<file path="src/rtl/rtc_field_editor_pkg.sv">
// Shared state encoding and RTC field table for the field editor.
// The RTC_BCD_EN macro selects packed-BCD encoding of the table limits.
package rtc_field_editor_pkg;

  typedef enum logic [1:0] {
    ST_IDLE  = 2'd0,
    ST_LOAD  = 2'd1,
    ST_EDIT  = 2'd2,
    ST_WRITE = 2'd3
  } state_t;

  typedef struct packed {
    logic [7:0] addr;
    logic [7:0] min_v;
    logic [7:0] max_v;
  } field_t;

  function automatic logic [7:0] enc(input int v);
`ifdef RTC_BCD_EN
    return 8'(((v / 10) << 4) | (v % 10));
`else
    return 8'(v);
`endif
  endfunction

  // Entries past the ninth exist only for wider builds; they behave like a 0..99 counter.
  function automatic field_t field_entry(input logic [3:0] idx);
    field_t f;
    case (idx)
      4'd0:    f = '{addr: 8'h00, min_v: enc(0), max_v: enc(1)};
      4'd1:    f = '{addr: 8'h21, min_v: enc(0), max_v: enc(59)};
      4'd2:    f = '{addr: 8'h22, min_v: enc(0), max_v: enc(59)};
      4'd3:    f = '{addr: 8'h23, min_v: enc(0), max_v: enc(23)};
      4'd4:    f = '{addr: 8'h24, min_v: enc(1), max_v: enc(31)};
      4'd5:    f = '{addr: 8'h25, min_v: enc(1), max_v: enc(12)};
      4'd6:    f = '{addr: 8'h26, min_v: enc(0), max_v: enc(99)};
      4'd7:    f = '{addr: 8'h27, min_v: enc(1), max_v: enc(7)};
      4'd8:    f = '{addr: 8'h28, min_v: enc(1), max_v: enc(53)};
      default: f = '{addr: 8'h20 + 8'(idx), min_v: enc(0), max_v: enc(99)};
    endcase
    return f;
  endfunction

endpackage

</file>
<file path="src/rtl/rtc_field_editor_if.sv">
// RTC register bus between the field editor (master) and the RTC bus controller (slave).
interface rtc_field_editor_if #(
  parameter int DATA_W = 8,
  parameter int ADDR_W = 8
);
  logic              wr_req;
  logic [ADDR_W-1:0] address;
  logic [DATA_W-1:0] wr_data;
  logic [DATA_W-1:0] rd_data;
  logic              wr_ack;

  modport master (output wr_req, address, wr_data, input rd_data, wr_ack);
  modport slave  (input wr_req, address, wr_data, output rd_data, wr_ack);
endinterface

</file>
<file path="src/rtl/rtc_field_step.sv">
// Combinational wrap-around increment/decrement within [min_v, max_v].
// RTC_BCD_EN selects per-digit packed-BCD stepping instead of binary.
module rtc_field_step
  import rtc_field_editor_pkg::*;
#(
  parameter int DATA_W = 8
) (
  input  logic [DATA_W-1:0] value,
  input  logic [DATA_W-1:0] min_v,
  input  logic [DATA_W-1:0] max_v,
  input  logic              up,
  output logic [DATA_W-1:0] next_v
);

`ifdef RTC_BCD_EN
  localparam int N_DIG = DATA_W / 4;

  logic       carry;
  logic [3:0] dig;

  always_comb begin
    next_v = value;
    carry  = 1'b1;
    dig    = '0;
    if (up ? (value >= max_v) : (value <= min_v)) begin
      next_v = up ? min_v : max_v;
    end else begin
      // Ripple a carry (or borrow) upward through the decimal digits.
      for (int d = 0; d < N_DIG; d++) begin
        dig = value[d*4 +: 4];
        if (carry) begin
          if (up) begin
            if (dig >= 4'd9) dig = 4'd0;
            else begin
              dig   = dig + 4'd1;
              carry = 1'b0;
            end
          end else begin
            if (dig == 4'd0) dig = 4'd9;
            else begin
              dig   = dig - 4'd1;
              carry = 1'b0;
            end
          end
        end
        next_v[d*4 +: 4] = dig;
      end
    end
  end
`else
  always_comb begin
    next_v = value;
    if (up) next_v = (value >= max_v) ? min_v : value + DATA_W'(1);
    else    next_v = (value <= min_v) ? max_v : value - DATA_W'(1);
  end
`endif

endmodule

</file>
<file path="src/rtl/rtc_field_editor.sv">
// Button-driven RTC field editor: selects a field, loads it, steps it and writes it back.
// Define RTC_BCD_EN for packed-BCD field values.
//
// state    | meaning
// ST_IDLE  | edit mode off, campo retained
// ST_LOAD  | one cycle: capture rd_data of the selected field
// ST_EDIT  | waiting for a single button edge
// ST_WRITE | wr_req held until wr_ack
module rtc_field_editor
  import rtc_field_editor_pkg::*;
#(
  parameter int N_FIELDS = 9,
  parameter int DATA_W   = 8,
  parameter int ADDR_W   = 8
) (
  input  logic                     clk,
  input  logic                     reset,
  input  logic                     escribe,
  input  logic                     crono,
  input  logic                     suma,
  input  logic                     resta,
  input  logic                     izquierda,
  input  logic                     derecha,
  rtc_field_editor_if.master       bus,
  output logic [3:0]               campo,
  output logic                     busy
);

  localparam logic [3:0] LAST_FIELD = 4'(N_FIELDS - 1);

  state_t            state;
  logic [DATA_W-1:0] value;
  logic [3:0]        btn_prev;
  logic              crono_pend;
  logic [3:0]        btn_now;
  logic [3:0]        btn_edge;
  logic              one_edge;
  field_t            fld;
  logic [DATA_W-1:0] fmin;
  logic [DATA_W-1:0] fmax;
  logic [DATA_W-1:0] step_val;

  // Bit order {derecha, izquierda, resta, suma}.
  assign btn_now  = {derecha, izquierda, resta, suma};
  assign btn_edge = btn_now & ~btn_prev;
  assign one_edge = (btn_edge != 4'b0) && ((btn_edge & (btn_edge - 4'd1)) == 4'b0);

  assign fld  = field_entry(campo);
  assign fmin = DATA_W'(fld.min_v);
  assign fmax = DATA_W'(fld.max_v);

  assign bus.address = ADDR_W'(fld.addr);
  assign bus.wr_data = value;

  rtc_field_step #(.DATA_W(DATA_W)) u_step (
    .value  (value),
    .min_v  (fmin),
    .max_v  (fmax),
    .up     (btn_edge[0]),
    .next_v (step_val)
  );

  function automatic logic value_ok(input logic [DATA_W-1:0] v,
                                    input logic [DATA_W-1:0] lo,
                                    input logic [DATA_W-1:0] hi);
    logic ok;
    ok = (v >= lo) && (v <= hi);
`ifdef RTC_BCD_EN
    for (int d = 0; d < DATA_W / 4; d++)
      if (v[d*4 +: 4] > 4'd9) ok = 1'b0;
`endif
    return ok;
  endfunction

  always_ff @(posedge clk or negedge reset) begin
    if (!reset) begin
      state      <= ST_IDLE;
      campo      <= '0;
      value      <= '0;
      bus.wr_req <= 1'b0;
      busy       <= 1'b0;
      btn_prev   <= '0;
      crono_pend <= 1'b0;
    end else begin
      btn_prev <= btn_now;
      case (state)
        ST_IDLE: begin
          if (crono) campo <= '0;
          if (escribe) begin
            state <= ST_LOAD;
            busy  <= 1'b1;
          end
        end

        ST_LOAD: begin
          value <= value_ok(bus.rd_data, fmin, fmax) ? bus.rd_data : fmin;
          if (!escribe) begin
            state <= ST_IDLE;
            busy  <= 1'b0;
          end else if (crono && campo != '0) begin
            campo <= '0;
          end else begin
            state <= ST_EDIT;
            busy  <= 1'b0;
          end
        end

        ST_EDIT: begin
          if (!escribe) begin
            state <= ST_IDLE;
          end else if (crono) begin
            campo <= '0;
            state <= ST_LOAD;
            busy  <= 1'b1;
          end else if (one_edge) begin
            busy <= 1'b1;
            if (btn_edge[3]) begin
              campo <= (campo == LAST_FIELD) ? 4'd0 : campo + 4'd1;
              state <= ST_LOAD;
            end else if (btn_edge[2]) begin
              campo <= (campo == 4'd0) ? LAST_FIELD : campo - 4'd1;
              state <= ST_LOAD;
            end else begin
              value      <= step_val;
              bus.wr_req <= 1'b1;
              state      <= ST_WRITE;
            end
          end
        end

        ST_WRITE: begin
          if (crono) crono_pend <= 1'b1;
          if (bus.wr_ack) begin
            bus.wr_req <= 1'b0;
            crono_pend <= 1'b0;
            if (!escribe) begin
              state <= ST_IDLE;
              busy  <= 1'b0;
            end else if (crono || crono_pend) begin
              campo <= '0;
              state <= ST_LOAD;
            end else begin
              state <= ST_EDIT;
              busy  <= 1'b0;
            end
          end
        end

        default: begin
          state <= ST_IDLE;
          busy  <= 1'b0;
        end
      endcase
    end
  end

endmodule
</file>
<file path="src/flat_wrapper.sv">
// flat-port wrapper written by rule: the top's interface ports become plain ports
module rtc_field_editor_flat import rtc_field_editor_pkg::*;
#(
  parameter int N_FIELDS = 9,
  parameter int DATA_W   = 8,
  parameter int ADDR_W   = 8
)
  (clk, reset, escribe, crono, suma, resta, izquierda, derecha, campo, busy, bus_wr_req, bus_address, bus_wr_data, bus_rd_data, bus_wr_ack);
  rtc_field_editor_if #(.DATA_W(DATA_W), .ADDR_W(ADDR_W)) bus_i ();
  input  logic clk;
  input  logic reset;
  input  logic escribe;
  input  logic crono;
  input  logic suma;
  input  logic resta;
  input  logic izquierda;
  input  logic derecha;
  output logic [3:0] campo;
  output logic busy;
  output wire logic [$bits(bus_i.wr_req)-1:0] bus_wr_req;
  output wire logic [$bits(bus_i.address)-1:0] bus_address;
  output wire logic [$bits(bus_i.wr_data)-1:0] bus_wr_data;
  input wire logic [$bits(bus_i.rd_data)-1:0] bus_rd_data;
  input wire logic [$bits(bus_i.wr_ack)-1:0] bus_wr_ack;
  assign bus_wr_req = bus_i.wr_req;
  assign bus_address = bus_i.address;
  assign bus_wr_data = bus_i.wr_data;
  assign bus_i.rd_data = bus_rd_data;
  assign bus_i.wr_ack = bus_wr_ack;
  rtc_field_editor #(.N_FIELDS(N_FIELDS), .DATA_W(DATA_W), .ADDR_W(ADDR_W)) u_core (.clk(clk), .reset(reset), .escribe(escribe), .crono(crono), .suma(suma), .resta(resta), .izquierda(izquierda), .derecha(derecha), .bus(bus_i), .campo(campo), .busy(busy));
endmodule
</file>
<file path="config.mk">
export PLATFORM = sky130hd
export DESIGN_NAME = rtc_field_editor_flat
export DESIGN_NICKNAME = d
export VERILOG_FILES = /design/src/rtl/rtc_field_editor_pkg.sv /design/src/rtl/rtc_field_editor_if.sv /design/src/rtl/rtc_field_step.sv /design/src/rtl/rtc_field_editor.sv /design/src/flat_wrapper.sv
export SDC_FILE = /design/constraint.sdc
export NUM_CORES = 1
export LEC_CHECK = 0
export ABC_AREA = 1
export BUFFER_PORTS_ARGS = -buffer_cell sky130_fd_sc_hd__buf_2
export CORE_UTILIZATION = 55
export CTS_BUF_LIST = sky130_fd_sc_hd__clkbuf_4 sky130_fd_sc_hd__clkbuf_8
export CTS_CLUSTER_SIZE = 30
export DETAILED_ROUTE_END_ITERATION = 16
export PLACE_DENSITY_LB_ADDON = 0.05
export SLEW_MARGIN = 20
export SYNTH_ARGS = -nofsm -noshare
export SYNTH_HDL_FRONTEND = slang
export SYNTH_HIERARCHICAL = 1
export SYNTH_SLANG_ARGS = --single-unit
export TNS_END_PERCENT = 1
</file>
<file path="constraint.sdc">
create_clock -name clk -period 3.45 [get_ports clk]
set_input_delay 0.1725 -clock clk [delete_from_list [all_inputs] [get_ports clk]]
set_output_delay 0.1725 -clock clk [all_outputs]
set_load 0.02 [all_outputs]
</file>
# ---- Word-level counts from Yosys, hierarchy flattened
# Cells that the tools add are included.
dict set report op_classes {
  bitwise_logic 3
  eq_ne 28
  n_addsub 6
  magnitude_cmp 4
  mux 56
  reduce_logical 18
}
# operator count
set ops {}
lappend ops {{$pmux W24 S9} 1}
lappend ops {{$mux W8} 9}
lappend ops {{$mux W4} 13}
lappend ops {{$mux W2} 11}
lappend ops {{$ne A2 B2 Y1 const B} 9}
lappend ops {{$mux W1} 17}
lappend ops {{$eq A4 B3 Y1 const B} 4}
lappend ops {{$ge A8 B8 Y1} 2}
lappend ops {{$le A8 B8 Y1} 2}
lappend ops {{$pmux W4 S4} 1}
lappend ops {{$pmux W8 S2} 1}
lappend ops {{$reduce_and A6 Y1} 2}
lappend ops {{$reduce_and A9 Y1} 1}
lappend ops {{$add A8 B1 Y8 const B} 1}
lappend ops {{$and A4 B4 Y4} 2}
lappend ops {{$eq A4 B2 Y1 const B} 2}
lappend ops {{$logic_not A4 Y1} 2}
lappend ops {{$pmux W2 S4} 1}
lappend ops {{$reduce_bool A4 Y1} 2}
lappend ops {{$sub A4 B1 Y4 const B} 2}
lappend ops {{$sub A8 B1 Y8 const B} 1}
lappend ops {{$add A6 B4 Y7 const A} 1}
lappend ops {{$reduce_and A7 Y1} 1}
lappend ops {{$ne A2 B1 Y1 const B} 3}
lappend ops {{other kinds (18)} 24}
dict set report word_totals {
  output_inout_bits 22
  elab_cells 122
  reg_bits 21
  inputBits 17
}

# ---- Depth between registers and ports, before layout
# Gate-level depths: netlist (run 1).
dict set report depth {
  word_depth 11
  ltp_mapped 25
  mapped_depth_nobuf 24
}

# ---- By module
# Netlist (run 1), hierarchy kept.
# mod cells_each area_per_inst_um2 n_inst
set by_module_without_submodules {}
lappend by_module_without_submodules {rtc_field_editor 255 1801.7 1}
lappend by_module_without_submodules {rtc_field_step 181 1029.7 1}

# ---- Least setup slack after synthesis (run 1)
# Ideal clock, no wire load.
dict set report synth_path {
  path_kind {reg-to-reg}
  from {register u_core.campo[0]}
  to {register u_core.value[2] (netlist: u_core/bus.wr_data[2])}
  stages_incl_launch_ff 20
  arrival_ns 2.885
  slack_ns 0.438
  required_ns 3.323
  n_path_buf 0
  path_cell_list {dfrtp_1 > inv_1 > ha_1 > o21ai_2 > nand2_2 > nor2_2 > o21ai_2 > nor3_4 > nand2_2 > nand3_2 > inv_1 > ha_1 > a21oi_2 > nor2_1 > nor3_4 > nand3_1 > nand3_1 > nand2_1 > a22oi_1 > a21oi_1}
}
# item line_no
set synth_lines {}
lappend synth_lines {{from (decl)} rtc_field_editor.sv:25} ;# output logic [3:0] campo,
lappend synth_lines {{from (signal assigned)} rtc_field_editor.sv:118} ;# campo <= (campo == LAST_FIELD) ? 4'd0 : campo + 4'd1;
lappend synth_lines {{from (signal assigned)} rtc_field_editor.sv:121} ;# campo <= (campo == 4'd0) ? LAST_FIELD : campo - 4'd1;
lappend synth_lines {{to (signal assigned)} rtc_field_editor.sv:96} ;# value <= value_ok(bus.rd_data, fmin, fmax) ? bus.rd_data : fmin;
lappend synth_lines {{to (signal assigned)} rtc_field_editor.sv:124} ;# value <= step_val;
lappend synth_lines {{to (decl)} rtc_field_editor.sv:32} ;# logic [DATA_W-1:0] value;

==> impl_metrics.sql, run 1 <==
INSERT INTO impl_metrics (metric_group, metric, value, unit) VALUES
('power', 'cellPowerDensity', '925', 'mW/mm²'),
('critical_path', 'timing_worst_setup_path_type', 'reg -> reg', ''),
('layout', 'drive_above_1_share', '0.174', ''),
('placement', 'post-dp-hpwl', '5.60', 'mm'),
('critical_path', 'cp.required', '3630', 'ps'),
('clock_network', 'cts-htree-levels', '1', ''),
('grt', 'global_route.usage.total', '0.267', ''),
('layout', 'synthToLayoutAreaGrowth', '9.46', '%'),
('logic_synthesis', 'yosys.area.top_type', 'dfrtp_1', ''),
('logic_synthesis', 'synthMostInstantiatedCell', 'nand2_1', ''),
('floorplan', 'die_h', '73.8', 'µm'),
('critical_path', 'cpMaxStageDelayCell', 'dfrtp_2', ''),
('timing', 'final.period_utilization', '0.912', ''),
('logic_synthesis', 'yosys.cell_types.count', '40', ''),
('clock_network', 'clock_path_buffers', '2', ''),
('floorplan', 'rows', '25', ''),
('logic_synthesis', 'ys_ff_latch', '21', ''),
('drt', 'postRouteAntennaNets', '0', ''),
('drt', 'drc', '0', ''),
('timing', 'timing.final.hold_violations', '0', ''),
('timing', 'highest_attainable_clock_frequency', '318', 'MHz'),
('logic_synthesis', 'postSynthAreaPerCell', '6.49', 'µm²'),
('drt', 'dr.first_iter.drc_count', '203', ''),
('timing', 'period_needed', '3150', 'ps'),
('timing', 'worst-slew-pin-transition', '521', 'ps'),
('drt', 'route.detailed.wl_per_inst', '13.1', 'µm'),
('logic_synthesis', 'synthesis.area', '0.00283', 'mm²'),
('clock_network', 'clock_root_cell', 'clkbuf_8', ''),
('drt', 'drt-pass1-iter-count', '5', ''),
('clock_network', 'clock_latency', '260', 'ps'),
('critical_path', 'crit_path_max_fanout', '9', ''),
('logic_synthesis', 'synth_ff_type', 'dfrtp_1', ''),
('grt', 'grt_antenna_before_repair', '0', ''),
('logic_synthesis', 'post-synth-top-area-fraction', '0.186', ''),
('critical_path', 'crit_start', 'u_core/campo[0]$_DFFE_PN0P_', ''),
('floorplan', 'die-width', '73.8', 'µm'),
('timing', 'final.setup.worst_slack', '303', 'ps'),
('critical_path', 'start_kind', 'flip-flop', ''),
('critical_path', 'worst_r2r_startpoint', 'u_core/campo[0]$_DFFE_PN0P_', ''),
('critical_path', 'end_kind', 'flip-flop', ''),
('placement', 'numPortBuffers', '35', ''),
('layout', 'insertedDiodeCount', '0', ''),
('layout', 'fin_nets', '521', ''),
('logic_synthesis', 'post_synth_most_frequent_cells', '102 x nand2_1, 68 x inv_1, 48 x nand3_1', ''),
('placement', 'dp_worst_setup_slack', '216', 'ps'),
('logic_synthesis', 'synth_sequential_area_ratio', '0.186', ''),
('drt', 'route.detailed.vias_per_inst', '5.35', ''),
('floorplan', 'initial_utilization', '0.584', ''),
('floorplan', 'placeableCoreArea', '0.00485', 'mm²'),
('drt', 'drt_wl_total', '7.06', 'mm'),
('layout', 'final.fill_count', '486', ''),
('grt', 'grt_first_pass_wirelength', '11.3', 'mm'),
('grt', 'grt_pass1_vias', '2558', ''),
('drt', 'route.vias.total', '2883', ''),
('timing', 'finalSetupViolations', '0', ''),
('timing', 'slew_viol_final', '0', ''),
('clock_network', 'tritoncts_num_sinks', '21', ''),
('outcome', 'status', 'finished, final reports clean', ''),
('clock_network', 'tritoncts.num_buffers', '3', ''),
('job', 'drv.max_cap_violation_count', '0', ''),
('timing', 'tns', '0', 'ps'),
('power', 'peakVddDrop', '549', 'µV'),
('clock_network', 'worst_setup_hold_path_clk_slew', '80', 'ps'),
('power', 'power_leakage', '0.00169', 'µW'),
('hold_path', 'holdCritStartpoint', 'suma', ''),
('logic_synthesis', 'synth_async_sr_flop_share', '1.00', ''),
('timing', 'grt_setup_unrepaired', 'no', ''),
('floorplan', 'floorplan.io_pins', '39', ''),
('timing', 'slew_headroom', '0.652', ''),
('timing', 'worst_clock_skew', '7.52', 'ps'),
('logic_synthesis', 'synth_edf_count', '0', '');
-- final timing paths --
path | endpoint | cells after the start | slack [ps]
worst max-delay path | u_core/bus.wr_data[5]$_DFFE_PN0P_ | 21 | 300
worst min-delay path | u_core/btn_prev[0]$_DFF_PN0_ | 1 | 30
worst max register to register | u_core/bus.wr_data[5]$_DFFE_PN0P_ | 21 | 300
worst min register to register | u_core/busy$_DFFE_PN0P_ | 2 | 500
max in group asynchronous | u_core/campo[1]$_DFFE_PN0P_ | 2 | 2700
min in group asynchronous | u_core/bus.wr_data[1]$_DFFE_PN0P_ | 2 | 400
-- area by class of cell --
class,count,area (µm²),area share
timing repair buffer,38,213,0.0686
inverter,74,278,0.0896
sequential,21,528,0.170
clock buffer,4,48.8,0.0157
multi-input combinational,335,1950,0.629
tap,67,83.8,0.0270
-- cell families after synthesis --
group,Yosys count,share of synthesized area
other,1,0.00132
DFF,21,0.186
AOI/OAI and AO/OA,50,0.106
buffers and inverters,90,0.140
adders and majority gates,31,0.137
and+or+nand+nor,232,0.396
xor gates and xnor gates,11,0.0340
-- what timing repair did --
action / 4_1_cts / 5_1_grt
endpoints found under the hold margin: 21 / 0
setup buffers: 0 / 1
hold buffers: 1 / 0
setup endpoints to repair: 0 / 8
resized for setup: 0 / 2
-- per-layer routing --
layer | track usage | up-vias | wire length [µm] | share of wire
li1 | - | 1460 | - | -
met1 | 0.334 | 1300 | 3210 | 0.45
met2 | 0.494 | 103 | 3460 | 0.49
met3 | 0.0165 | 20 | 250 | 0.035
met4 | 0.0684 | 0 | 145 | 0.021
met5 | 0 | - | 0 | 0
-- sequential cells by signal, indices dropped and copies added, names as in the netlist --
register            count
u_core/bus.wr_req       1
u_core/crono_pend       1
u_core/busy             1
u_core/btn_prev         4
u_core/bus.wr_data      8
u_core/state            2
u_core/campo            4
-- worst max-delay path: cells and delay by family (launching register included) --
kind                       cells  cell delay, ps
adders and majority gates      2             560
buffers and inverters          3             330
DFF                            1             420
AOI/OAI and AO/OA              4             570
and+or+nand+nor               12            1170
-- placed cells by master, fill, tap and decap left out, types with 2 or more instances in the layout --
cell type	netlist	routed
buf_2	3	35
o21ai_2	4	4
nand2_1	102	102
nor3_4	2	2
a211oi_1	2	2
inv_1	68	68
nand2_2	9	9
a31oi_1	3	3
dfrtp_2	0	2
xor2_1	5	5
nor3_1	4	4
inv_2	6	6
clkbuf_8	0	3
a21oi_1	13	13
nand2_4	4	4
conb_1	1	11
dfrtp_1	21	19
ha_1	31	31
nand3_2	2	2
xnor2_1	6	6
a22oi_1	4	4
o21ai_1	7	7
nor2_1	35	35
nor2_2	7	7
o21ai_0	11	11
nand4_1	11	11
nand3b_1	4	4
nand3_1	48	48
-- stage by stage --
| stage | util | hold WS [ps] | instances | instance area (µm²) |
|---|---|---|---|---|
| floorplan | - | -123 | 446 | 2870 |
| finish | 0.639 | 33.4 | 539 | 3100 |
| CTS | 0.635 | 26.1 | 538 | 3080 |
| global placement | 0.622 | 153 | 533 | 3020 |
| detailed placement | 0.622 | 156 | 533 | 3020 |
| global route | 0.639 | 30.1 | 539 | 3100 |
-- power breakdown --
| part | switching, µW | internal [µW] | total [µW] | leakage (µW) |
|---|---|---|---|---|
| logic | 1350 | 827 | 2180 | 0.00140 |
| registers | 187 | 327 | 514 | 0.000263 |
| clock network | 81.1 | 90.1 | 171 | 0.0000262 |
| total | 1620 | 1240 | 2870 | 0.00169 |
No activity file was read; power rests on OpenSTA's default activity.
==> run 2, diff against run 1 <==
--- a/config.mk
+++ b/config.mk
@@ -15,6 +15,5 @@
 export SLEW_MARGIN = 20
 export SYNTH_ARGS = -nofsm -noshare
 export SYNTH_HDL_FRONTEND = slang
-export SYNTH_HIERARCHICAL = 1
 export SYNTH_SLANG_ARGS = --single-unit
 export TNS_END_PERCENT = 1
==> impl_metrics.sql, run 2 <==
INSERT INTO impl_metrics (metric_group, metric, value, unit) VALUES
('floorplan', 'die_h', '68.0', 'µm'),
('clock_network', 'clock_root_cell', 'clkbuf_8', ''),
('logic_synthesis', 'synth_sequential_area_ratio', '0.219', ''),
('grt', 'global_route.usage.total', '0.274', ''),
('critical_path', 'end_kind', 'flip-flop', ''),
('power', 'cellPowerDensity', '948', 'mW/mm²'),
('logic_synthesis', 'ys_ff_latch', '21', ''),
('critical_path', 'critPathBufInv', '4', ''),
('grt', 'grt-ovfl-total', '0', ''),
('timing', 'hold-worst-slack', '19.4', 'ps'),
('job', 'drv.max_cap_violation_count', '0', ''),
('drt', 'drt-pass1-iter-count', '5', ''),
('timing', 'worst_clock_skew', '2.08', 'ps'),
('floorplan', 'die-width', '68.0', 'µm'),
('clock_network', 'tritoncts.num_buffers', '3', ''),
('clock_network', 'cts_post_setup_buffers_inserted', '0', ''),
('timing', 'finalSetupViolations', '0', ''),
('logic_synthesis', 'synthesis.area', '0.00240', 'mm²'),
('timing', 'tns', '0', 'ps'),
('layout', 'fin_nets', '451', ''),
('power', 'peakVddDrop', '378', 'µV'),
('critical_path', 'start_kind', 'flip-flop', ''),
('grt', 'grt_antenna_before_repair', '0', ''),
('timing', 'grt_setup_unrepaired', 'no', ''),
('timing', 'final.period_utilization', '0.888', ''),
('clock_network', 'cts_tree', 'done', ''),
('logic_synthesis', 'yosys.area.top_type', 'dfrtp_1', ''),
('clock_network', 'tritoncts_num_sinks', '21', ''),
('floorplan', 'initial_utilization', '0.587', ''),
('hold_path', 'timing.hold.worst.class', 'in -> reg', ''),
('layout', 'drive_above_1_share', '0.156', ''),
('logic_synthesis', 'synth_ff_type', 'dfrtp_1', ''),
('logic_synthesis', 'synth_edf_count', '0', ''),
('layout', 'final_cell_mix', '103 x nand2_1, 49 x inv_1, 46 x nand3_1, 35 x buf_2, 27 x nor2_1', ''),
('timing', 'slew_viol_final', '0', ''),
('critical_path', 'reg2reg_setup_slack', '390', 'ps'),
('floorplan', 'floorplan.io_pins', '39', ''),
('placement', 'numPortBuffers', '35', ''),
('critical_path', 'cp_data_arrival_time', '3230', 'ps'),
('drt', 'dr.first_iter.drc_count', '171', ''),
('floorplan', 'rows', '23', ''),
('layout', 'insertedDiodeCount', '0', ''),
('logic_synthesis', 'yosys.cell_types.count', '38', ''),
('drt', 'drt_wl_total', '5.87', 'mm'),
('layout', 'synthToLayoutAreaGrowth', '10.4', '%'),
('power', 'power_leakage', '0.00145', 'µW'),
('placement', 'gp_routability_congestion', '0.929', ''),
('timing', 'period_needed', '3060', 'ps'),
('grt', 'grt_max_degree', '22', ''),
('clock_network', 'clock_latency', '270', 'ps'),
('clock_network', 'worst_setup_hold_path_clk_slew', '80', 'ps'),
('layout', 'mostFrequentLayoutCell', 'nand2_1', ''),
('critical_path', 'timing.critical_path.slowest_cell_delay', '470', 'ps'),
('clock_network', 'cts-htree-levels', '1', ''),
('layout', 'final_design_instance_area_without_fill', '0.00265', 'mm²'),
('grt', 'grt_pass1_vias', '2243', ''),
('layout', 'max_ffs_per_register', '8', ''),
('timing', 'timing.final.hold_violations', '0', ''),
('critical_path', 'cpMaxStageDelayCell', 'dfrtp_1', ''),
('drt', 'route.detailed.vias_per_inst', '5.42', ''),
('outcome', 'status', 'finished, final reports clean', ''),
('drt', 'postRouteAntennaNets', '0', ''),
('logic_synthesis', 'synthMostInstantiatedCell', 'nand2_1', ''),
('drt', 'route.vias.total', '2495', ''),
('timing', 'highest_attainable_clock_frequency', '327', 'MHz'),
('critical_path', 'timing_worst_setup_path_type', 'reg -> reg', ''),
('grt', 'grt_first_pass_wirelength', '9.62', 'mm'),
('logic_synthesis', 'syn-instance-count', '378', ''),
('critical_path', 'cp.required', '3610', 'ps'),
('logic_synthesis', 'ys_top_cells_by_area', 'dfrtp_1 22%, nand2_1 16%, ha_1 12%', ''),
('logic_synthesis', 'postSynthAreaPerCell', '6.35', 'µm²'),
('logic_synthesis', 'post_synth_most_frequent_cells', '103 x nand2_1, 49 x inv_1, 46 x nand3_1', ''),
('floorplan', 'design.die.area', '0.00463', 'mm²'),
('critical_path', 'timing.critical_path.cells', 'inv_1, ha_1, o21ai_1, inv_1, nor2_1, nand3_1, nand2_1, inv_1, ha_1, inv_1, nor3_1, nand4_1, nand2_1, nand2_1, nand2_1, nand3_1, nand3_1, nand2_1', ''),
('floorplan', 'placeableCoreArea', '0.00409', 'mm²'),
('critical_path', 'crit_path_max_fanout', '8', ''),
('logic_synthesis', 'synthesis.yosys.warnings', '0', ''),
('logic_synthesis', 'synth_async_sr_flop_share', '1.00', ''),
('drt', 'route.detailed.wl_per_inst', '12.8', 'µm'),
('drt', 'drc', '0', ''),
('placement', 'post_dp_cell_area', '0.00258', 'mm²'),
('placement', 'post-dp-hpwl', '4.59', 'mm'),
('logic_synthesis', 'post-synth-top-area-fraction', '0.219', ''),
('critical_path', 'crit_top_cell', 'nand2_1', ''),
('clock_network', 'clock_path_buffers', '2', ''),
('power', 'total_chip_power', '2510', 'µW'),
('critical_path', 'cell_family_with_the_largest_share_of_critical_path_delay', 'simple AND/OR/NAND/NOR gates', '');
run 2: final cells by class:
type	count	area (µm²)
multi-input cells	293	1610
clock inverters	1	7.51
clock buffers	3	41.3
flip-flops and latches	21	526
well taps	50	62.6
repair buffers	37	193
fillers	380	1440
inverters	55	209
run 2: kinds of logic (layout without fill, tap and decap cells):
kind of cell    after synthesis  count (layout)  synth area share
simple gates                208             208             0.394
buf+inv                      66              96             0.116
compound gates               51              51             0.120
fa+ha+maj                    23              23             0.120
flops                        21              21             0.219
xor+xnor                      8               8            0.0292
other cells                   1               3           0.00156
run 2: power breakdown:
part	switching [µW]	internal, µW
Combinational	1210	653
Sequential	152	322
Clock	88.4	81.7
run 2: path summary, 6_finish.rpt:
check	endpoint	from	cells past startpoint
min reg2reg	u_core.busy$_DFFE_PN0P_	u_core.busy$_DFFE_PN0P_	2
max in group asynchronous	u_core.crono_pend$_DFFE_PN0P_	reset	2
max	u_core.bus.wr_data[0]$_DFFE_PN0P_	u_core.campo[0]$_DFFE_PN0P_	18
min in group asynchronous	u_core.bus.wr_data[1]$_DFFE_PN0P_	reset	2
min	u_core.btn_prev[1]$_DFF_PN0_	resta	1
max reg2reg	u_core.bus.wr_data[0]$_DFFE_PN0P_	u_core.campo[0]$_DFFE_PN0P_	18
run 2: worst reg2reg max path, delay by kind of cell (launching register included):
family | cells | cell delay, ps
compound gates | 1 | 260
buf+inv | 4 | 330
flops | 1 | 470
fa+ha+maj | 2 | 520
simple gates | 11 | 1380
run 2: timing repair:
action | 4_1_cts | 5_1_grt
gates resized for setup | 0 | 2
hold buffers | 1 | 0
setup endpoints to repair | 0 | 6
endpoints found under the hold margin | 21 | 0
run 2: per-stage QoR:
stage | setup WS (ps) | utilization | cells
2_1_floorplan | 637 | - | 380
3_3_place_gp | 306 | 0.632 | 455
3_5_place_dp | 289 | 0.632 | 455
4_1_cts | 251 | 0.646 | 460
5_1_grt | 6.21 | 0.648 | 460
6_report | 388 | 0.648 | 460
run 2: routing by layer:
layer	GRT usage	up-vias	wire (µm)
met5	0	-	0
met4	0.135	0	136
met3	0.0450	12	283
met2	0.460	71	2820
met1	0.335	1122	2620
li1	-	1290	-
